<file path="config.mk">
export PLATFORM = sky130hd
export DESIGN_NAME = updown_mod12
export DESIGN_NICKNAME = d
export VERILOG_FILES = /design/src/rtl/updown_mod12.sv
export SDC_FILE = /design/constraint.sdc
export NUM_CORES = 1
export LEC_CHECK = 0
export ABC_AREA = 1
export CAP_MARGIN = 20
export CORE_AREA = 2 2 39 41
export CTS_CLUSTER_DIAMETER = 80
export DETAILED_ROUTE_END_ITERATION = 10
export DIE_AREA = 0 0 41 43
export PLACE_DENSITY = 0.44
export SYNTH_ARGS = -nofsm -noshare
export SYNTH_HDL_FRONTEND = slang
export SYNTH_SLANG_ARGS = --single-unit
export TNS_END_PERCENT = 5
</file>
<file path="constraint.sdc">
create_clock -name Clk -period 0.97 [get_ports Clk]
set_input_delay 0.1455 -clock Clk [delete_from_list [all_inputs] [get_ports Clk]]
set_output_delay 0.1455 -clock Clk [all_outputs]
set_load 0.05 [all_outputs]
</file>
<file path="src/rtl/updown_mod12.sv">
// Modulo-MODULUS up/down counter (default 12 states, 4-bit Count); optional Tc wrap flag under UPDOWN_MOD12_TC_EN.
// Latency: Count updates on every rising Clk edge; reset clears it asynchronously.
// Backpressure: none, the counter is always running and has no enable or stall input.
module updown_mod12 #(
    parameter int MODULUS = 12,
    parameter int WIDTH   = 4
) (
    input  logic             Clk,
    input  logic             reset,
    input  logic             UpOrDown,
`ifdef UPDOWN_MOD12_TC_EN
    output logic             Tc,
`endif
    output logic [WIDTH-1:0] Count
);

    // Top of the count range, held in WIDTH bits so every compare is width-matched.
    localparam logic [WIDTH-1:0] MAX_CNT = WIDTH'(MODULUS - 1);
    localparam logic [WIDTH-1:0] ONE     = WIDTH'(1);
    localparam logic [WIDTH-1:0] ZERO    = '0;

    logic [WIDTH-1:0] count_q;
    logic [WIDTH-1:0] count_nxt;
    logic             dir_up;
    logic             out_of_range;

    // Only a solid 1 counts up; X or 0 on the direction input falls into the down branch.
    assign dir_up = (UpOrDown == 1'b1);

    // A corrupted value above the top of the range is never a valid state.
    assign out_of_range = (count_q > MAX_CNT);

    // Next count: explicit compare-to-bound wrap in both directions, so a modulus
    // that is not a power of two never depends on binary overflow.
    always_comb begin
        count_nxt = count_q;
        if (out_of_range) begin
            count_nxt = ZERO;
        end else if (dir_up) begin
            if (count_q == MAX_CNT) begin
                count_nxt = ZERO;
            end else begin
                count_nxt = count_q + ONE;
            end
        end else begin
            if (count_q == ZERO) begin
                count_nxt = MAX_CNT;
            end else begin
                count_nxt = count_q - ONE;
            end
        end
    end

    // Count register: asynchronous clear, otherwise advance on every rising edge.
    always_ff @(posedge Clk or negedge reset) begin
        if (!reset) begin
            count_q <= ZERO;
        end else begin
            count_q <= count_nxt;
        end
    end

    assign Count = count_q;

`ifdef UPDOWN_MOD12_TC_EN
    // Terminal count: high when the coming edge wraps in the current direction.
    // It is gated by reset because the cleared count would otherwise flag a down-wrap.
    always_comb begin
        Tc = 1'b0;
        if (reset == 1'b1) begin
            if (dir_up) begin
                Tc = (count_q == MAX_CNT);
            end else begin
                Tc = (count_q == ZERO);
            end
        end
    end
`endif

endmodule

</file>
After elaboration in Yosys (flattened, before gate mapping)
Cells that the tools add are included.
- flip-flop bits (word level): 4
- $lt $le $gt $ge: 1
- mux-type cells: 4
- eq/ne operators: 1
- reduce and logical (&&, ||, !) cells: 1
- add/sub/neg operators: 2
- operators with widths (operator ; count):
    $mux 4 ; 4
    $add 4x1->4 const B ; 1
    $eq 4x4->1 const B ; 1
    $gt 4x4->1 const B ; 1
    $logic_not 4->1 ; 1
    $sub 4x1->4 const B ; 1

Depth between registers and ports, before layout
- depth after elaboration: 4
- mapped depth: 7
- depth with buffers taken out: 6

Worst setup path after synthesis
OpenSTA, ideal clock, no wires.
- path kind: register to register
- from: register count_q[0], in the netlist Count[0]
- to: register count_q[1], in the netlist Count[1]
- clock period less this slack: 1.475 ns
- arrival time: 1.351 ns
- setup time: 0.123 ns
- cell stages (with the launch flop): 5
- path slack: -0.505 ns
- path through: dfrtp_1 inv_1 ha_1 o21ai_0 a21oi_1
- word-level cells in the longest chain between the ends: 4
- elaborated cells on any way between the ends: 9
- RTL lines (element ; RTL line ; RTL):
    start, declared ; 22 ; logic [WIDTH-1:0] count_q;
    start signal, assigned ; 59 ; count_q <= count_nxt;
    $sub 4x1->4 (tied with other cells) ; 49 ; count_nxt = count_q - ONE;
    $mux 4, on equally long branches ; 46, 40 ;
    $mux 4 ; 39 ; end else if (dir_up) begin
    $mux 4 * ; 37 ; if (out_of_range) begin
    named net count_nxt[1] ; 23 ; logic [WIDTH-1:0] count_nxt;
The timed path passes the listed nets; every way through them passes the cells marked *.

Worst setup path after layout
- from: register count_q[0], in the netlist Count[0]
- to: output port Count[0]
- RTL lines (element ; RTL line ; RTL):
    end, declared ; 14 ; output logic [WIDTH-1:0] Count
No word-level cell between the ends.

==> impl_metrics.toml <==
[run_status]
status = "finished with violations"
violations = "negative setup slack"

[global_route]
antenna_found_initial = 0
grt_pass1_vias = 286
grt_pass1_wl_um = 1230
grtUsageTotal_pct = 10.7
grt_max_degree = 8
grt_overflow = 0

[clocking]
cts_buffers = 3
cts_sinks = 4
path_clk_slew_ns = 0.04
clk_latency_ns = 0.24
htreeDepth = 1
cts_buffer_depth = 2
root_buffer = "clkbuf_4"
cts_tree = "yes"

[timing]
relSlewSlack_pct = 87.8
finalCritPeriodShare_pct = 114
hold_viol_final = 0
slew_viol_final = 0
fin_setup_tns_ns = -0.621
setup_violations = 7
rsz0062_at_grt = "yes"
finalClockSkew_ns = 0.00527
setup_slack_ns = -0.132
tightest_slew_ns = 0.183
timing.hold.ws_ns = 0.110
fin_crit_ns = 1.10
fmax_mhz = 907

[worst_setup_path]
worst_setup_path_start_kind = "register"
regToRegSetupSlack_ns = -0.11
cp.required_ns = 0.82
critical_path_class = "reg -> out"
end_kind = "output pin"
arrival_ns = 0.96
cp_max_fo = 4

[logic_synthesis]
yosys-top-cells-area = "dfrtp_1 35%, nand3_1 10%, ha_1 8.7%"
seq_area_frac_synth_pct = 34.6
syn-num-nets = 43
ys_ff_latch = 4
yosysUniqueCellTypes = 15
yosys.area.top_type = "dfrtp_1"
yosys_warnings = 0
yosysTopAreaCellShare_pct = 34.6
synth_cells = 38
synth_area_um2 = 289
avgSynthCellArea_um2 = 7.61

[layout]
drive_gt1_share_pct = 53.7
antenna_cells = 0
utilization_pct = 38.4
layout_common_cells = "6 x nand3_1, 5 x nor2_1"
fill_cells = 145
largest_reg_flops = 4
syn_to_final_growth_pct = 84.0
nNetsFinal = 61
final_common_cell = "nand3_1"

[floorplan]
die_area_um2 = 1760
rows = 14
die_y_um = 43
ios = 7
die_x_um = 41
start_util_pct = 20.9
fp.coreArea_um2 = 1380

[routing]
wl_per_cell_um = 9.81
dr.pass1.iters = 3
drc = 0
drtIter0Drc = 2
num_vias = 298
vias_per_cell = 4.26
drt_wl_total_um = 687
antenna_left = 0

[power]
leakage_nw = 0.247
p_per_area_nw_per_um2 = 4240
p_clk_share_pct = 9.3
seq_power_share_pct = 16.8
internal_power_mw = 1.24
combinationalPowerShare_pct = 73.9
peakVddDrop_mv = 1.52
p_sw_mw = 1.01
sw_frac_of_total_pct = 44.8

[placement]
port_buffers = 6
dpl.hpwl_um = 493
gp_congestion = 0.761

[run]
maxCapViolCount = 0

[min_path]
min_path_type = "in -> async"
[worst paths after layout]
kind | depth (start not counted) | endpoint | startpoint
max | 2 | Count[0] | Count[0]$_DFF_PN0_
min | 1 | Count[3]$_DFF_PN0_ | reset
max reg2reg | 5 | Count[2]$_DFF_PN0_ | Count[0]$_DFF_PN0_
min reg2reg | 2 | Count[0]$_DFF_PN0_ | Count[0]$_DFF_PN0_
max in group asynchronous | 1 | Count[1]$_DFF_PN0_ | reset
min in group Clk | 4 | Count[3]$_DFF_PN0_ | UpOrDown
[critical path: stages, from the launching register on]
cell and delay, ns:
dfrtp_2 0.44, buf_6 0.14, buf_12 0.14
[routing by layer]
metal / global-route usage (%) / up-vias / part of all wire, %
met5: 0 / - / 0
met4: 6.00 / 0 / 0
met3: 5.24 / 0 / 7.0
met2: 13.4 / 5 / 51
met1: 14.3 / 137 / 42
li1: - / 156 / -
[cells by family (layout without fill, tap and decap cells)]
family,Yosys count,in the layout,synth area share [%]
adders and majority gates,2,2,8.66
xor gates and xnor gates,1,1,3.03
and+or+nand+nor,20,20,35.1
buffers and inverters,7,23,11.7
DFF,4,4,34.6
AOI/OAI and AO/OA,4,4,6.92
[per-stage QoR]
| stage | setup WS (ns) | area (um^2) | cells | total power, mW |
|---|---|---|---|---|
| after floorplan | -0.234 | 307 | 38 | 1.20 |
| after global placement | -0.138 | 468 | 66 | 1.90 |
| after detailed placement | -0.123 | 468 | 66 | 1.88 |
| after CTS | -0.115 | 519 | 70 | 2.22 |
| after global routing | -0.169 | 532 | 70 | 2.44 |
| final | -0.132 | 532 | 70 | 2.26 |
[Yosys cell counts]
| cell | n |
|---|---|
| nand3_1 | 6 |
| inv_1 | 5 |
| nand2_1 | 5 |
| nor2_1 | 5 |
| dfrtp_1 | 4 |
| a21oi_1 | 3 |
| ha_1 | 2 |
| buf_6 | 1 |
| inv_2 | 1 |
| nand2_2 | 1 |
| nand3_2 | 1 |
| nand4_1 | 1 |
| nor2_4 | 1 |
| o21ai_0 | 1 |
| xor2_1 | 1 |
[what timing repair did]
item | CTS | global route
resized for setup | 6 | 2
hold endpoints to repair | 0 | 0
pin swaps | 1 | 0
buffers inserted | 1 | 0
setup endpoints to repair | 7 | 8
hold buffers | 0 | 0
[area by class of cell]
| cell class | count | area, um^2 | share of cell area [%] |
|---|---|---|---|
| Clock buffer | 3 | 22.5 | 4.24 |
| Inverter | 6 | 22.5 | 4.24 |
| Multi-Input combinational cell | 27 | 186 | 35.1 |
| Timing Repair Buffer | 14 | 175 | 32.9 |
| Tap cell | 16 | 20.0 | 3.76 |
| Sequential cell | 4 | 105 | 19.8 |
[power groups by stage]
stage / Clock, mW / Sequential, mW / Combinational [mW]
floorplan: 0 / 0.657 / 0.544
global placement: 0 / 0.385 / 1.51
detailed placement: 0 / 0.384 / 1.50
finish: 0.211 / 0.379 / 1.67
global route: 0.236 / 0.390 / 1.81
CTS: 0.222 / 0.358 / 1.64
Power figures use the tool's default switching activity.
